File: src/rtl/sq_register_gen.sv
// Sequence register: latches the next-instruction opcode fields from the write
// bus at T12 of a NISQ cycle, tracks extend/inhibit/interrupt-in-progress state,
// and substitutes a RUPT instruction when an enabled interrupt request is pending.
module sq_register_gen #(
    parameter int          WW         = 16,
    parameter int          OPW        = 3,
    parameter int          RUPT_CH    = 4,
    parameter logic [OPW-1:0] RUPT_SQ = 3'b000,
    parameter logic [1:0]  RUPT_QC    = 2'b00,
    parameter logic        RUPT_SQR10 = 1'b1
) (
    input  logic                  CLOCK,
    input  logic                  SIM_RST_n,
    input  logic                  T12,
    input  logic                  NISQ,
    input  logic [WW-1:0]         WL,
    input  logic                  EXTPLS,
    input  logic                  INHPLS,
    input  logic                  RELPLS,
    input  logic                  KRPT,
    input  logic                  OVNHRP,
    input  logic                  MNHRPT,
    input  logic [RUPT_CH-1:0]    RUPT_REQ,
    output logic [OPW-1:0]        SQ,
    output logic [1:0]            QC,
    output logic                  SQR10,
    output logic                  SQEXT,
    output logic                  FUTEXT,
    output logic                  INHINT,
    output logic                  IIP,
    output logic                  STRTFC,
    output logic                  RPTFRC,
    output logic [RUPT_CH-1:0]    RUPT_ACK,
    output logic [((RUPT_CH > 1) ? $clog2(RUPT_CH) : 1)-1:0] RUPT_VEC,
    output logic [2**(OPW+1)-1:0] OPDEC
);

    localparam int VW = (RUPT_CH > 1) ? $clog2(RUPT_CH) : 1;

    logic [OPW-1:0]     sq_reg, sq_next;
    logic [1:0]         qc_reg, qc_next;
    logic               sqr10_reg, sqr10_next;
    logic               sqext_reg, sqext_next;
    logic               futext_reg, futext_next;
    logic               inhint_reg, inhint_next;
    logic               iip_reg, iip_next;
    logic               nisql_reg, nisql_next;
    logic               strtfc_reg, strtfc_next;
    logic               rptfrc_reg, rptfrc_next;
    logic [RUPT_CH-1:0] ack_reg, ack_next;
    logic [VW-1:0]      vec_reg, vec_next;

    logic               load;
    logic               rupt_take;
    logic [RUPT_CH-1:0] grant;
    logic [VW-1:0]      grant_idx;

    // Low bits of the write bus below SQR10 are not part of the sequence register.
    logic unused_wl_bits;
    assign unused_wl_bits = ^WL[WW-OPW-4:0];

    assign load      = T12 & (nisql_reg | strtfc_reg);
    // A pending extend blocks interrupts so an extended instruction is never split.
    assign rupt_take = (|RUPT_REQ) & ~inhint_reg & ~iip_reg & ~futext_reg & ~OVNHRP & ~MNHRPT;

    // Fixed-priority arbiter: scan high to low so the lowest set request wins.
    always_comb begin
        grant     = '0;
        grant_idx = '0;
        for (int i = RUPT_CH - 1; i >= 0; i--) begin
            if (RUPT_REQ[i]) begin
                grant     = '0;
                grant[i]  = 1'b1;
                grant_idx = VW'(i);
            end
        end
    end

    // Next-state logic: start-force beats interrupt, interrupt beats normal load.
    always_comb begin
        sq_next     = sq_reg;
        qc_next     = qc_reg;
        sqr10_next  = sqr10_reg;
        sqext_next  = sqext_reg;
        futext_next = futext_reg;
        inhint_next = inhint_reg;
        iip_next    = iip_reg;
        nisql_next  = nisql_reg;
        strtfc_next = strtfc_reg;
        rptfrc_next = 1'b0;
        ack_next    = '0;
        vec_next    = vec_reg;

        if (KRPT)
            iip_next = 1'b0;
        if (load)
            nisql_next = 1'b0;
        if (NISQ)
            nisql_next = 1'b1;

        if (load) begin
            if (strtfc_reg) begin
                sq_next     = '0;
                qc_next     = '0;
                sqr10_next  = 1'b0;
                sqext_next  = 1'b0;
                futext_next = 1'b0;
                strtfc_next = 1'b0;
            end else if (rupt_take) begin
                sq_next     = RUPT_SQ;
                qc_next     = RUPT_QC;
                sqr10_next  = RUPT_SQR10;
                sqext_next  = 1'b0;
                iip_next    = 1'b1;
                rptfrc_next = 1'b1;
                ack_next    = grant;
                vec_next    = grant_idx;
            end else begin
                sq_next     = WL[WW-1 -: OPW];
                qc_next     = WL[WW-OPW-1 -: 2];
                sqr10_next  = WL[WW-OPW-3];
                sqext_next  = futext_reg;
                futext_next = 1'b0;
            end
        end

        if (EXTPLS)
            futext_next = 1'b1;
        if (INHPLS)
            inhint_next = 1'b1;
        if (RELPLS)
            inhint_next = 1'b0;
    end

    // State register with asynchronous reset to the start-force state.
    always_ff @(posedge CLOCK or negedge SIM_RST_n) begin
        if (!SIM_RST_n) begin
            sq_reg     <= '0;
            qc_reg     <= '0;
            sqr10_reg  <= 1'b0;
            sqext_reg  <= 1'b0;
            futext_reg <= 1'b0;
            inhint_reg <= 1'b0;
            iip_reg    <= 1'b0;
            nisql_reg  <= 1'b0;
            strtfc_reg <= 1'b1;
            rptfrc_reg <= 1'b0;
            ack_reg    <= '0;
            vec_reg    <= '0;
        end else begin
            sq_reg     <= sq_next;
            qc_reg     <= qc_next;
            sqr10_reg  <= sqr10_next;
            sqext_reg  <= sqext_next;
            futext_reg <= futext_next;
            inhint_reg <= inhint_next;
            iip_reg    <= iip_next;
            nisql_reg  <= nisql_next;
            strtfc_reg <= strtfc_next;
            rptfrc_reg <= rptfrc_next;
            ack_reg    <= ack_next;
            vec_reg    <= vec_next;
        end
    end

    // One-hot decode of {SQEXT,SQ} for the crosspoint logic.
    for (genvar gi = 0; gi < 2**(OPW+1); gi++) begin : g_opdec
        assign OPDEC[gi] = ({sqext_reg, sq_reg} == (OPW+1)'(gi));
    end

    assign SQ       = sq_reg;
    assign QC       = qc_reg;
    assign SQR10    = sqr10_reg;
    assign SQEXT    = sqext_reg;
    assign FUTEXT   = futext_reg;
    assign INHINT   = inhint_reg;
    assign IIP      = iip_reg;
    assign STRTFC   = strtfc_reg;
    assign RPTFRC   = rptfrc_reg;
    assign RUPT_ACK = ack_reg;
    assign RUPT_VEC = vec_reg;

endmodule
File: config.mk
export PLATFORM = sky130hd
export DESIGN_NAME = sq_register_gen
export DESIGN_NICKNAME = d
export VERILOG_FILES = /design/src/rtl/sq_register_gen.sv
export SDC_FILE = /design/constraint.sdc
export NUM_CORES = 1
export LEC_CHECK = 0
export ABC_AREA = 1
export ABC_CLOCK_PERIOD_IN_PS = 1100
export CAP_MARGIN = 10
export CORE_MARGIN = 8
export CORE_UTILIZATION = 32
export CTS_BUF_LIST = sky130_fd_sc_hd__clkbuf_4 sky130_fd_sc_hd__clkbuf_8
export CTS_CLUSTER_SIZE = 10
export DETAILED_ROUTE_END_ITERATION = 16
export HOLD_SLACK_MARGIN = 0.05
export PLACE_DENSITY = 0.81
export SLEW_MARGIN = 0
export SYNTH_ARGS = -nofsm -noshare
export SYNTH_HDL_FRONTEND = slang
export SYNTH_SLANG_ARGS = --single-unit
File: constraint.sdc
create_clock -name CLOCK -period 1.1 [get_ports CLOCK]
set_input_delay 0.165 -clock CLOCK [delete_from_list [all_inputs] [get_ports CLOCK]]
set_output_delay 0.165 -clock CLOCK [all_outputs]
set_load 0.02 [all_outputs]
==> metrics.md <==
| Metric | Value |
|---|---|
| Die width | 68.7 um |
| Mapped cell area | 887 um2 |
| Die area | 0.00471 mm2 |
| Post-DP HPWL | 2300 um |
| Most used DFF post-synth | dfrtp_1 |
| Avg WL per Cell | 13.9 um |
| # DRC | 0 |
| Unrepaired setup endpoints after global routing | yes |
| CTS tree | built |
| Post-Layout Cell Count | 218 |
| Share of the synthesized area in the top cell type | 50.8% |
| Number of flip-flops in the largest register | 4 |
| Initial antenna violation count | 0 |
| Clock Pin Slew Worst Setup and Hold Paths | 110 ps |
| Failing checks | setup timing |
| Clock Path Buffers | 2 |
| Worst Slack Setup Final | -278 ps |
| Outcome | complete, but fails checks |
| Vias per cell | 4.61 |
| Total CTS buffers | 3 |
| CTS H-Tree Depth | 1 |
| Crit path capture type | output pin |
| Final #Nets | 218 |
| Setup Skew | 8.30 ps |
| Synth area leaders | dfrtp_1 51%, nand2_1 11%, nor2_1 10% |
| Diode count | 0 |
| GRT Total Usage | 11.9% |
| Worst Path Required | 940 ps |
| Port bufs | 53 |
| Filler instances | 218 |
| Synth top cells by count | 26 x nand2_1, 24 x nor2_1, 18 x dfrtp_1 |
| Mapped Avg Cell Area | 8.06 um2 |
| FP Rows | 19 |
| Worst Path Arrival | 1210 ps |
| Sequential share of the synthesized area | 53.7% |
| Most common cell in the netlist | nand2_1 |
| Chip height | 68.7 um |
| Total core area | 0.00269 mm2 |
| Clk Latency, worst-skew pair | 300 ps |
| Worst slew pin tran | 320 ps |
| Distinct cell type count after synthesis | 16 |
| Final wirelength | 3020 um |
| Syn Inst Count | 110 |
| Total of max-cap violations | 0 |
| Leak | 0.881 nW |
| DR vias | 1004 |
| Util after Layout | 66.9% |
| Power Total | 2.07 mW |
| Mapped Nets | 140 |
| Slew headroom | 78.6% |
| Global-route wire length before repair | 4350 um |
| # IOs | 64 |
| WS Path Type | flip-flop to output pin |
| Share of cells above drive strength 1 | 62.0% |
| Count of flip-flops with a built-in enable after synthesis | 0 |
| Worst vdd ir | 845 uV |
| Area grow syn2layout | 103% |
| Pre-Repair DR Iteration Count | 4 |
| FMAX | 726 MHz |
| Seq cells post-synth | 19 |
| Post-synth top area cell | dfrtp_1 |
| ANT nets after route | 0 |
| Fin. max-slew vios | 0 |
| Final global-route overflow total | 0 |
| Pwr dens | 1150 mW/mm2 |
| Worst-path fanout max | 4 |
| HP Class | input pin to async pin |
| Crit share post-route | 125% |
| Synthesis Warnings | 0 |
| Placed insts | 204 |
| Vias in the first global route | 950 |
| WHS | 114 ps |
| Initial Utilization | 33.0% |
| Final setup vio count | 31 |
| Placer Congestion | 0.842 |
| Clock root cell | clkbuf_4 |
| Min Tclk post-route | 1380 ps |
| Async SR Flop Fraction | 100% |
| Largest net degree at the start of global routing | 12 |
| Starting DRT DRC Count | 16 |
| Clock Sink Count | 19 |
| Worst Setup Start Kind | flip-flop |
| Endpoints failing hold | 0 |
## cells by family (layout without fill, tap and decap cells)
group,after synthesis,after routing,share of synthesized area [%]
AND/OR/NAND/NOR,64,64,32.2
flip-flops,19,19,53.7
buffers and inverters,16,93,6.77
AO/OA/AOI/OAI,11,11,7.34
## final cells by class
type	count	area [um2]	area share, %
Clock buffer	3	22.5	1.25
Clock inverter	1	5.00	0.278
Inverter	16	67.6	3.76
Multi-Input combinational cell	75	538	29.9
Sequential cell	19	482	26.8
Tap cell	31	38.8	2.16
Timing Repair Buffer	72	638	35.5
Timing Repair inverter	1	6.26	0.348
## repair_timing
item	4_1_cts	5_1_grt
gates resized for setup	180	59
pin swaps	7	10
hold buffers	0	0
endpoints found under the setup margin	46	44
setup buffers	6	3
gates cloned	0	1
## power by group
group          total (mW)  leakage (nW)  switching (mW)  internal (mW)
logic               0.889         0.627           0.483          0.406
registers           0.823         0.236          0.0602          0.763
clock network       0.357        0.0177           0.221          0.136
## per-layer routing
metal | routed length (um) | track usage, % | share of wire (%)
met5 | 0 | 0 | 0
met4 | 37 | 3.84 | 1.2
met3 | 351 | 4.20 | 12
met2 | 1500 | 21.5 | 49
met1 | 1140 | 12.7 | 38
## placed cells by master (no fill, tap or decap), drive strengths merged
cell	instances
buf	53
nand2	28
nor2	28
clkdlybuf4s50	19
dfrtp	18
inv	17
o21ai	10
nand3	7
clkbuf	3
dfstp	1
nor3	1
a21o	1
clkinv	1
## final timing paths
check                                             start                      end  slack, ps  cells past startpoint
worst min register to register  RUPT_VEC[1]$_DFFE_PN0P_  RUPT_VEC[1]$_DFFE_PN0P_        490                      2
worst max-delay path                  SQ[0]$_DFFE_PN0P_                 OPDEC[0]       -280                      4
min in group CLOCK                               EXTPLS       FUTEXT$_DFFE_PN0P_        370                      3
worst min-delay path                          SIM_RST_n    nisql_reg$_DFFE_PN0P_        110                      1
max in group asynchronous                     SIM_RST_n        SQ[2]$_DFFE_PN0P_        550                      2
worst max register to register            IIP$_DFF_PN0_  RUPT_VEC[0]$_DFFE_PN0P_       -110                      6
## stage by stage
stage	TNS, ps	setup WS [ps]	instance area (um2)
2_1_floorplan	-514	-50.8	913
3_3_place_gp	-9490	-406	1560
3_5_place_dp	-10240	-454	1560
4_1_cts	-4520	-256	1610
5_1_grt	-7090	-346	1800
6_report	-5090	-278	1800
## worst max-delay path: stages (launching register included)
cell,delay (ps)
dfrtp_1,440
inv_2,130
nand2_4,90
nor2_2,130
buf_6,120
No activity file was read; power rests on OpenSTA's default activity.
